==> src/rtl/mul_add_16bit_seq_if.sv <==
// mul_add_16bit_seq_if: operand/result handshake bundle for mul_add_16bit_seq.
//   in_valid/in_ready   : operand handshake (q, b, r)
//   out_valid/out_ready : result handshake (result)
//   ovf16, rem_err      : range flags, present only with MUL_ADD_RANGE_CHECK_EN
// Modports: slave = the multiply-accumulate block, master = its driver.
interface mul_add_16bit_seq_if #(
  parameter int unsigned WIDTH = 16
);
  logic               in_valid;
  logic               in_ready;
  logic [WIDTH-1:0]   q;
  logic [WIDTH-1:0]   b;
  logic [WIDTH-1:0]   r;
  logic               out_valid;
  logic               out_ready;
  logic [2*WIDTH-1:0] result;
`ifdef MUL_ADD_RANGE_CHECK_EN
  logic               ovf16;
  logic               rem_err;
`endif

  modport slave (
    input  in_valid, q, b, r, out_ready,
`ifdef MUL_ADD_RANGE_CHECK_EN
    output ovf16, rem_err,
`endif
    output in_ready, out_valid, result
  );

  modport master (
    output in_valid, q, b, r, out_ready,
`ifdef MUL_ADD_RANGE_CHECK_EN
    input  ovf16, rem_err,
`endif
    input  in_ready, out_valid, result
  );
endinterface

==> src/rtl/mul_add_16bit_seq.sv <==
// mul_add_16bit_seq: sequential shift-add multiply-accumulate, result = q*b + r.
// Rebuilds a dividend from a divider's quotient/divisor/remainder; one bit of q per cycle.
// Ports:
//   clk    : rising-edge clock
//   rst_n  : asynchronous active-low reset
//   bus    : mul_add_16bit_seq_if.slave (in_valid/in_ready, q, b, r,
//            out_valid/out_ready, result[2*WIDTH-1:0])
// Macro MUL_ADD_RANGE_CHECK_EN adds bus.ovf16 (result does not fit WIDTH bits) and
// bus.rem_err (b != 0 and r >= b on the captured operands), both updated with result.
// Timing: accept edge, WIDTH RUN cycles, then DONE holds result until out_ready.
module mul_add_16bit_seq #(
  parameter int unsigned WIDTH = 16
) (
  input logic                   clk,
  input logic                   rst_n,
  mul_add_16bit_seq_if.slave    bus
);
  localparam int unsigned CntW = $clog2(WIDTH);
  localparam logic [CntW-1:0] CntLast = CntW'(WIDTH - 1);

  typedef enum logic [1:0] {StIdle, StRun, StDone} state_e;

  state_e               state_q, state_d;
  logic [2*WIDTH-1:0]   acc_q, acc_d;
  logic [2*WIDTH-1:0]   b_sh_q, b_sh_d;
  logic [WIDTH-1:0]     q_sh_q, q_sh_d;
  logic [CntW-1:0]      cnt_q, cnt_d;
  logic [2*WIDTH-1:0]   result_q, result_d;
  logic [2*WIDTH-1:0]   sum;

`ifdef MUL_ADD_RANGE_CHECK_EN
  logic rem_bad_q, rem_bad_d;  // remainder legality, captured at accept
  logic ovf16_q, ovf16_d;
  logic rem_err_q, rem_err_d;
`endif

  always_ff @(posedge clk or negedge rst_n) begin
    if (!rst_n) begin
      state_q   <= StIdle;
      acc_q     <= '0;
      b_sh_q    <= '0;
      q_sh_q    <= '0;
      cnt_q     <= '0;
      result_q  <= '0;
`ifdef MUL_ADD_RANGE_CHECK_EN
      rem_bad_q <= 1'b0;
      ovf16_q   <= 1'b0;
      rem_err_q <= 1'b0;
`endif
    end else begin
      state_q   <= state_d;
      acc_q     <= acc_d;
      b_sh_q    <= b_sh_d;
      q_sh_q    <= q_sh_d;
      cnt_q     <= cnt_d;
      result_q  <= result_d;
`ifdef MUL_ADD_RANGE_CHECK_EN
      rem_bad_q <= rem_bad_d;
      ovf16_q   <= ovf16_d;
      rem_err_q <= rem_err_d;
`endif
    end
  end

  always_comb begin
    state_d   = state_q;
    acc_d     = acc_q;
    b_sh_d    = b_sh_q;
    q_sh_d    = q_sh_q;
    cnt_d     = cnt_q;
    result_d  = result_q;
    // Partial sum for this RUN step; wraps at 2*WIDTH bits.
    sum       = q_sh_q[0] ? (acc_q + b_sh_q) : acc_q;
`ifdef MUL_ADD_RANGE_CHECK_EN
    rem_bad_d = rem_bad_q;
    ovf16_d   = ovf16_q;
    rem_err_d = rem_err_q;
`endif

    unique case (state_q)
      StIdle: begin
        if (bus.in_valid) begin
          acc_d   = {{WIDTH{1'b0}}, bus.r};
          b_sh_d  = {{WIDTH{1'b0}}, bus.b};
          q_sh_d  = bus.q;
          cnt_d   = '0;
          state_d = StRun;
`ifdef MUL_ADD_RANGE_CHECK_EN
          rem_bad_d = (bus.b != '0) && (bus.r >= bus.b);
`endif
        end
      end
      StRun: begin
        // Always WIDTH steps, even when q is zero, to keep latency fixed.
        acc_d  = sum;
        b_sh_d = b_sh_q << 1;
        q_sh_d = q_sh_q >> 1;
        cnt_d  = cnt_q + 1'b1;
        if (cnt_q == CntLast) begin
          result_d = sum;
          state_d  = StDone;
`ifdef MUL_ADD_RANGE_CHECK_EN
          ovf16_d   = |sum[2*WIDTH-1:WIDTH];
          rem_err_d = rem_bad_q;
`endif
        end
      end
      StDone: begin
        if (bus.out_ready) state_d = StIdle;
      end
      default: state_d = StIdle;
    endcase
  end

  assign bus.in_ready  = (state_q == StIdle);
  assign bus.out_valid = (state_q == StDone);
  assign bus.result    = result_q;
`ifdef MUL_ADD_RANGE_CHECK_EN
  assign bus.ovf16     = ovf16_q;
  assign bus.rem_err   = rem_err_q;
`endif

endmodule

==> src/flat_wrapper.sv <==
// flat-port wrapper written by rule: the top's interface ports become plain ports
module mul_add_16bit_seq_flat 
#(
  parameter int unsigned WIDTH = 16
)
  (clk, rst_n, bus_in_valid, bus_q, bus_b, bus_r, bus_out_ready, bus_in_ready, bus_out_valid, bus_result);
  mul_add_16bit_seq_if #(.WIDTH(WIDTH)) bus_i ();
  input logic clk;
  input logic rst_n;
  input wire logic [$bits(bus_i.in_valid)-1:0] bus_in_valid;
  input wire logic [$bits(bus_i.q)-1:0] bus_q;
  input wire logic [$bits(bus_i.b)-1:0] bus_b;
  input wire logic [$bits(bus_i.r)-1:0] bus_r;
  input wire logic [$bits(bus_i.out_ready)-1:0] bus_out_ready;
  output wire logic [$bits(bus_i.in_ready)-1:0] bus_in_ready;
  output wire logic [$bits(bus_i.out_valid)-1:0] bus_out_valid;
  output wire logic [$bits(bus_i.result)-1:0] bus_result;
  assign bus_i.in_valid = bus_in_valid;
  assign bus_i.q = bus_q;
  assign bus_i.b = bus_b;
  assign bus_i.r = bus_r;
  assign bus_i.out_ready = bus_out_ready;
  assign bus_in_ready = bus_i.in_ready;
  assign bus_out_valid = bus_i.out_valid;
  assign bus_result = bus_i.result;
  mul_add_16bit_seq #(.WIDTH(WIDTH)) u_core (.clk(clk), .rst_n(rst_n), .bus(bus_i));
endmodule
==> config.mk <==
export PLATFORM = sky130hd
export DESIGN_NAME = mul_add_16bit_seq_flat
export DESIGN_NICKNAME = d
export VERILOG_FILES = /design/src/rtl/mul_add_16bit_seq_if.sv /design/src/rtl/mul_add_16bit_seq.sv /design/src/flat_wrapper.sv
export SDC_FILE = /design/constraint.sdc
export NUM_CORES = 1
export LEC_CHECK = 0
export BUFFER_PORTS_ARGS = -buffer_cell sky130_fd_sc_hd__buf_2
export CORE_MARGIN = 2
export CORE_UTILIZATION = 59
export CTS_CLUSTER_DIAMETER = 200
export DETAILED_ROUTE_END_ITERATION = 8
export MAX_ROUTING_LAYER = met4
export PLACE_DENSITY = 0.81
export SYNTH_ARGS = -nofsm -noshare
export SYNTH_HDL_FRONTEND = slang
export SYNTH_SLANG_ARGS = --single-unit
==> constraint.sdc <==
create_clock -name clk -period 3.4 [get_ports clk]
set_clock_uncertainty 0.1 [all_clocks]
set_input_delay 0 -clock clk [delete_from_list [all_inputs] [get_ports clk]]
set_output_delay 0 -clock clk [all_outputs]
set_load 0.1 [all_outputs]
-- After elaboration in Yosys (flattened, before gate mapping)
Index checks and enable logic that the tools add are counted.
- latch bits: 0
- RAM bits: 0
- input port bits: 52
- output and inout bits: 34
- memories kept: 0
- logic and storage cells: 32
- register bits after elaboration: 118
- memory bits (read-only): 0
- reduce and logical (&&, ||, !) cells: 5
- add/sub/neg operators: 2
- equality and inequality tests: 6
- multipliers: 0
- div/mod/pow operators: 0
- shift operators: 0
- mux-type cells: 13
- order comparisons: 0
- bitwise operators: 0
- operators by type and width (operator ; number):
    case mux 32 bit (2 select lines) ; 2
    two-way mux 32 bit ; 3
    adder 32 bit ; 1
    case mux 16 bit (2 select lines) ; 1
    two-way mux 16 bit ; 1
    case mux 4 bit (2 select lines) ; 1
    two-way mux 2 bit ; 3
    case mux 2 bit (3 select lines) ; 1
    adder 4 x 1 -> 4 bit, second input constant ; 1
    equality test 4 bit, second input constant ; 1
    two-way mux 4 bit ; 1
    != test 2 bit, second input constant ; 2
    AND reduction 2 bit ; 2
    AND reduction 3 bit ; 1
    equality test 2 x 1 -> 1 bit, second input constant ; 1
    equality test 2 bit, second input constant ; 1
    zero test 2 bit ; 1
    != test 2 x 1 -> 1 bit, second input constant ; 1
    nonzero test 2 bit ; 1

-- Longest topological paths before layout
Gate-level depths: netlist (run 1).
- word-level depth: 3
- depth in mapped cells: 11

-- Least setup slack after synthesis (run 1)
OpenSTA, ideal clock, no wires.
- kind: flip-flop to flip-flop
- start: reg u_core.b_sh_q[0]
- end: reg u_core.result_q[20] (netlist: u_core.bus.result[20])
- stages on the path, launching flop included: 12
- arrival time: 2.506 ns
- setup slack: 0.674 ns
- data required time: 3.180 ns
- cell sequence: dfrtp_1 > ha_1 > fa_1 > a21oi_1 > o21ai_1 > a21oi_1 > o21bai_1 > a211oi_2 > a31oi_1 > xnor2_1 > a211oi_1 > a21o_1
- cells in the longest elaborated chain, start to end: 2
- ends and longest elaborated chain (what ; RTL line ; text):
    from (decl) ; mul_add_16bit_seq.sv:25 ; logic [2*WIDTH-1:0] b_sh_q, b_sh_d;
    from (signal assigned) ; mul_add_16bit_seq.sv:53 ; b_sh_q <= b_sh_d;
    adder 32 bit ; mul_add_16bit_seq.sv:73 ; sum = q_sh_q[0] ? (acc_q + b_sh_q) : acc_q;
    two-way mux 32 bit ; mul_add_16bit_seq.sv:73 ;
    to (signal assigned) ; mul_add_16bit_seq.sv:56 ; result_q <= result_d;
    to (decl) ; mul_add_16bit_seq.sv:28 ; logic [2*WIDTH-1:0] result_q, result_d;
Every way passes these cells.
A chain may end at the register's enable or synchronous reset.

-- Worst setup path after layout (run 1)
Ends and elaborated chain as after synthesis.

==> out/results.txt, run 1 <==
status = finished, final reports clean
Post-synth EDFFs = 0
max cap viols = 0
first-pass GRT wire length = 33200 um
minimum clock period = 3.07 ns
CP Class = reg2reg
post-DP HPWL = 13300 um
hold slack final = 0.126 ns
Initial Utilization = 60.6%
Max-slew headroom = 35.7%
H-tree depth = 4
count of TritonRoute iterations in the first routing pass = 6
Final Worst Setup Slack = 0.334 ns
CP Max Fanout = 5
Die Ht = 112 um
num rows = 39
post-route cell area = 0.00846 mm2
share of flip-flops with an asynchronous set or reset = 100%
Syn. warnings = 0
Seq cells post-synth = 118
Critical Path, Cell by Cell = ha_1 > fa_1 > a21oi_1 > o21ai_1 > a21oi_2 > o21bai_1 > a211oi_2 > a31oi_1 > xnor2_1 > a211oi_1 > a21o_1
CTS tree = yes
period utilisation layout = 90.2%
Avg Inst Size Synth = 9.50 um2
CP max stage cell = fa_1
DP Area = 0.00740 mm2
Max VDD drop = 1.07 mV
Overflow after GRT = 0
fin. max-slew vios = 0
antenna violations before repair = 0
Clock Sinks = 118
Cells after Synth = 728
ys flop type = dfrtp_1
CP max stage delay = 0.41 ns
register area share after synthesis = 42.7%
via count = 6351
fmax = 326 MHz
Core Area = 0.0114 mm2
DRT iter0 DRCs = 409
reg2reg setup slack = 0.33 ns
area grow syn2layout = 22.4%
power share of the clock group = 19.1%
Psw = 4.38 mW
HP Class = in2async
drt wl/cell = 20.3 um
placed cell count = 921
I/O pin count = 86
largest net degree at the start of global routing = 64
die width = 112 um
Reg clk slew, reported paths = 0.05 ns
CP endpoint kind = flop
static leakage = 3.99 nW
Util after Layout = 74.1%
# diodes = 0
Vias/cell = 6.34
post-CTS setup buffers = 0
switch share = 48.7%
Max Root-Sink Buffers = 2
clk_lat worst skew = 0.42 ns
Design Power = 8.99 mW
Buf/Inv on CP = 0
register share of total power = 27.8%
vias in the first global route = 6355
final setup vio count = 0
Die ar. = 0.0126 mm2
worst r2r src = u_core.b_sh_q[0]$_DFFE_PN0P_
# port buffers = 85
root buffer cell = clkbuf_16
syn nets = 813
final std cells w/o fill = 1001
Total Routing Usage GR = 34.4%
synthesized area = 0.00692 mm2
Logic pwr share = 53.1%
actual slew at the worst max-slew pin = 0.965 ns
Critical Path Source = u_core.b_sh_q[0]$_DFFE_PN0P_
final wirelength = 20300 um
TNS Setup = 0 ns
Setup crit start kind = flop
post-synth cell types = 68
Final Wtd Congestion = 0.987
Int Power = 4.61 mW
setup slack after placement = 0.259 ns
nets = 932
arrival time worst endpoint = 3.26 ns
Num CTS Buffers = 17
RSZ-0062 raised after global routing = false
layout cells sized above 1 = 17.7%
required time of the critical path = 3.60 ns
Power per Cell Area = 1060 mW/mm2
Final ANT Viol Nets = 0
Crit path max-delay family = compound AO/OA/AOI/OAI gates
DRC viols = 0
endpoints failing hold = 0
repair_timing:
item,4_1_cts,5_1_grt
hold buffers,50,0
endpoints found under the hold margin,109,0
resized for setup,0,1
endpoints found under the setup margin,0,1
power by group through the flow:
stage                     Sequential, mW  Clock (mW)  Combinational [mW]
after floorplan                     3.35           0                2.72
after global placement              2.47           0                4.52
after detailed placement            2.49           0                4.63
after CTS                           2.48        1.72                4.70
after global routing                2.56        1.79                5.15
final                               2.50        1.72                4.78
worst paths after layout:
| kind | to | depth (start not counted) |
|---|---|---|
| max | u_core.bus.result[20]$_DFFE_PN0P_ | 11 |
| max reg2reg | u_core.bus.result[20]$_DFFE_PN0P_ | 11 |
| min reg2reg | u_core.bus.result[11]$_DFFE_PN0P_ | 2 |
| max in group asynchronous | u_core.q_sh_q[5]$_DFFE_PN0P_ | 3 |
| min in group clk | u_core.q_sh_q[0]$_DFFE_PN0P_ | 4 |
| min | u_core.acc_q[31]$_DFFE_PN0P_ | 2 |
synth_stat cells, drive strengths merged, types with 2 or more instances:
cell type	n	area share, %
a211oi	2	0.29
a21o	14	1.5
a21oi	82	6.1
a221oi	2	0.34
a222oi	2	0.29
a22o	24	3.0
a22oi	31	3.4
a31oi	5	0.54
a32oi	5	0.63
and3	11	1.0
and4	2	0.31
buf	13	1.2
clkbuf	35	2.0
dfrtp	118	43
ha	32	5.8
inv	9	0.49
mux2i	20	2.9
nand2	53	2.9
nand2b	2	0.18
nand3	10	0.80
nand4	7	0.63
nor2	31	1.7
nor2b	38	3.4
nor3	9	0.72
nor3b	7	0.76
o211a	2	0.29
o211ai	3	0.47
o21a	4	0.43
o21ai	93	6.8
o21bai	6	0.65
o22a	7	0.89
o31ai	3	0.47
or2	3	0.27
or3	2	0.18
xnor2	16	2.0
xor2	12	1.5
state kept, by name, indices dropped and copies added, names as in the netlist:
name and flops:
u_core.acc_q 32, u_core.b_sh_q 32, u_core.bus.result 32, u_core.cnt_q 4, u_core.q_sh_q 16, u_core.state_q 2
cell type report:
class	count	area [um2]
tap	143	179
inverter	9	33.8
timing repair buffer	149	1030
multi-input combinational	552	3700
clock inverter	3	40.0
sequential	118	2950
clock buffer	27	523
fill	835	2950
worst reg2reg max path: cells and delay by family (launching register included):
| kind | cells | cell delay [ns] |
|---|---|---|
| compound gates | 8 | 1.60 |
| fa+ha+maj | 2 | 0.65 |
| flops | 1 | 0.40 |
| xor+xnor | 1 | 0.19 |
cell usage in the layout, fill, tap and decap left out, types with 10 or more instances in the layout:
| master | count |
|---|---|
| a22o_1 | 24 |
| clkbuf_16 | 17 |
| nor2b_1 | 36 |
| buf_2 | 84 |
| ha_1 | 32 |
| nor2_1 | 30 |
| mux2i_1 | 20 |
| a21oi_1 | 78 |
| xnor2_1 | 16 |
| dfrtp_1 | 118 |
| xor2_1 | 12 |
| o21ai_1 | 10 |
| dlygate4sd3_1 | 50 |
| o21ai_0 | 81 |
| a22oi_1 | 31 |
| buf_4 | 15 |
| a21o_1 | 14 |
| nand2_1 | 52 |
cells by family (layout without fill, tap and decap cells):
group	Yosys count	count (layout)	share of synthesized area, %
DFF	118	118	42.7
xor gates and xnor gates	28	28	3.55
AOI/OAI and AO/OA	293	293	27.5
adders and majority gates	33	33	6.08
and+or+nand+nor	178	178	13.3
muxes	20	20	2.89
buffers and inverters	58	188	3.96
metal layers:
layer	up-vias	GRT usage [%]	routed length, um
met5	-	-	0
met4	0	12.6	617
met3	56	7.18	1410
met2	304	55.8	9900
li1	2912	-	-
met1	3079	42.9	8420
Power figures use the tool's default switching activity.
==> run 2, diff against run 1 <==
- CORE_ASPECT_RATIO: unset -> 1.1
==> run 2 against run 1 <==
Net effect:
- wire length shrank 5.9%
- design area grew 0.75%
- combinational power fell by 1%
- critical path depth unchanged
- worst hold slack improved by 0.030 ns
- highest routed layer unchanged
- flip-flop and latch count stayed put
==> out/results.txt, run 2 (synthesis results as in run 1) <==
status = finished, final reports clean
CP Max Fanout = 5 (unchanged)
# fillers = 773 (-7.4%)
most common cell after layout, fill and taps aside = dfrtp_1
RSZ-0062 raised after global routing = false
Overflow after GRT = 0 (unchanged)
Total Routing Usage GR = 32.7% (-1.6 points)
Resize count post-CTS = 0 (unchanged)
Max-slew headroom = 39.0% (+3.3 points)
Max VDD drop = 0.860 mV (-19%)
Max Root-Sink Buffers = 2 (unchanged)
count of TritonRoute iterations in the first routing pass = 5 (-1)
Setup crit start kind = flop
first-pass GRT wire length = 32100 um (-3.4%)
CP endpoint kind = flop
Final ANT Viol Nets = 0 (unchanged)
DRC viols = 0 (unchanged)
required time of the critical path = 3.60 ns (about the same)
area grow syn2layout = 23.3%
CTS tree = yes
num rows = 41 (+5.1%)
final wirelength = 19100 um (-5.9%)
Vias/cell = 6.21 (-2.1%)
arrival time worst endpoint = 3.38 ns (+0.12 ns)
Critical Path, Cell by Cell = ha_1 > fa_1 > a21oi_1 > o21ai_1 > a21oi_1 > o21bai_1 > a211oi_2 > a31oi_1 > xnor2_1 > a211oi_1 > a21o_1
setup slack after placement = 0.281 ns (+0.0224 ns)
Num CTS Buffers = 17 (unchanged)
largest net degree at the start of global routing = 73 (+14%)
layout cells sized above 1 = 17.9% (+0.19 points)
via count = 6275 (-1.2%)
placed cell count = 929 (+0.87%)
clk_lat worst skew = 0.42 ns (about the same)
most frequent cells in the layout = dfrtp_1 (118), buf_2 (84), o21ai_0 (81), a21oi_1 (79), nand2_1 (52)
CP max stage delay = 0.41 ns (about the same)
Util after Layout = 74.5% (+0.42 points)
Design Power = 9.09 mW (+1.1%)
TNS Setup = 0 ns (unchanged)
DP Area = 0.00741 mm2 (+0.22%)
actual slew at the worst max-slew pin = 0.915 ns (-0.0495 ns)
die width = 107 um (-4.5%)
CP max stage cell = fa_1
static leakage = 4.01 nW (+0.49%)
CP Class = reg2reg
Final Worst Setup Slack = 0.222 ns (-0.112 ns)
Final Wtd Congestion = 0.894 (-9.5%)
nets = 933 (+0.11%)
# port buffers = 85 (unchanged)
post-route cell area = 0.00853 mm2 (+0.75%)
minimum clock period = 3.18 ns (+0.112 ns)
post-DP HPWL = 12400 um (-6.9%)
Crit path max-delay family = compound AO/OA/AOI/OAI gates
Initial Utilization = 60.5% (-0.11 points)
Power per Cell Area = 1070 mW/mm2 (+0.34%)
Clock Sinks = 118 (unchanged)
DRT iter0 DRCs = 432 (+5.6%)
fin. max-slew vios = 0 (unchanged)
Core Area = 0.0114 mm2 (+0.19%)
Reg area = 0.00295 mm2 (unchanged)
final setup vio count = 0 (unchanged)
vias in the first global route = 6470 (+1.8%)
final std cells w/o fill = 1010 (+0.90%)
hold slack final = 0.156 ns (+0.0296 ns)
period utilisation layout = 93.5% (+3.3 points)
root buffer cell = clkbuf_16
antenna violations before repair = 0 (unchanged)
I/O pin count = 86 (unchanged)
area of the multi-input gates = 0.00370 mm2 (-0.10%)
Reg clk slew, reported paths = 0.05 ns (about the same)
fmax = 315 MHz (-3.5%)
drt wl/cell = 19.0 um (-6.7%)
Die ar. = 0.0126 mm2 (about the same)
Die Ht = 118 um (+4.7%)
H-tree depth = 4 (unchanged)
most frequent CP cell = a21oi_1
endpoints failing hold = 0 (unchanged)
max cap viols = 0 (unchanged)
HP Class = in2async
# diodes = 0 (unchanged)
Buf/Inv on CP = 0 (unchanged)
==> run 2: changes by cell type in the layout (fill, tap and decap cells not counted) <==
cell and change:
clkinvlp_4 +2, a21oi_1 +1, clkinv_2 +1, a21oi_2 -1, clkbuf_1 -1, clkbuf_8 -4
buf_4 +1, bufinv_16 +3
==> run 2: where the power goes <==
group	switching, mW	internal (mW)	total [mW]
Sequential	0.511	1.97	2.48
Combinational	3.19	1.54	4.73
Clock	0.631	1.26	1.89
==> run 2: worst paths after layout <==
path / slack, ns / cells after the start / startpoint / endpoint
setup / recovery: 0.22 / 11 / u_core.b_sh_q[0]$_DFFE_PN0P_ / u_core.bus.result[20]$_DFFE_PN0P_
hold / removal: 0.16 / 2 / rst_n / u_core.acc_q[29]$_DFFE_PN0P_
setup reg to reg: 0.22 / 11 / u_core.b_sh_q[0]$_DFFE_PN0P_ / u_core.bus.result[20]$_DFFE_PN0P_
hold reg to reg: 0.37 / 2 / u_core.bus.result[2]$_DFFE_PN0P_ / u_core.bus.result[2]$_DFFE_PN0P_
max in group asynchronous: 2.14 / 3 / rst_n / u_core.b_sh_q[26]$_DFFE_PN0P_
min in group clk: 0.22 / 5 / bus_in_valid / u_core.q_sh_q[7]$_DFFE_PN0P_
==> run 2: repair_timing <==
action | in CTS | in global routing
buffers inserted | 0 | 0
endpoints found under the hold margin | 119 | 0
hold buffers | 50 | 0
==> run 2: area by class of cell <==
class	count	area share (%)
timing repair buffer	150	12.2
sequential	118	34.6
multi-input combinational	552	43.4
inverter	9	0.396
clock buffer	22	5.44
clock inverter	9	1.76
tap	150	2.20
==> run 2: routing by layer <==
metal | wire length (um) | global-route usage, % | vias up
met5 | 0 | - | -
met4 | 357 | 11.1 | 0
met3 | 1070 | 5.65 | 31
met2 | 9610 | 52.8 | 253
met1 | 8110 | 41.8 | 3070
li1 | - | - | 2921
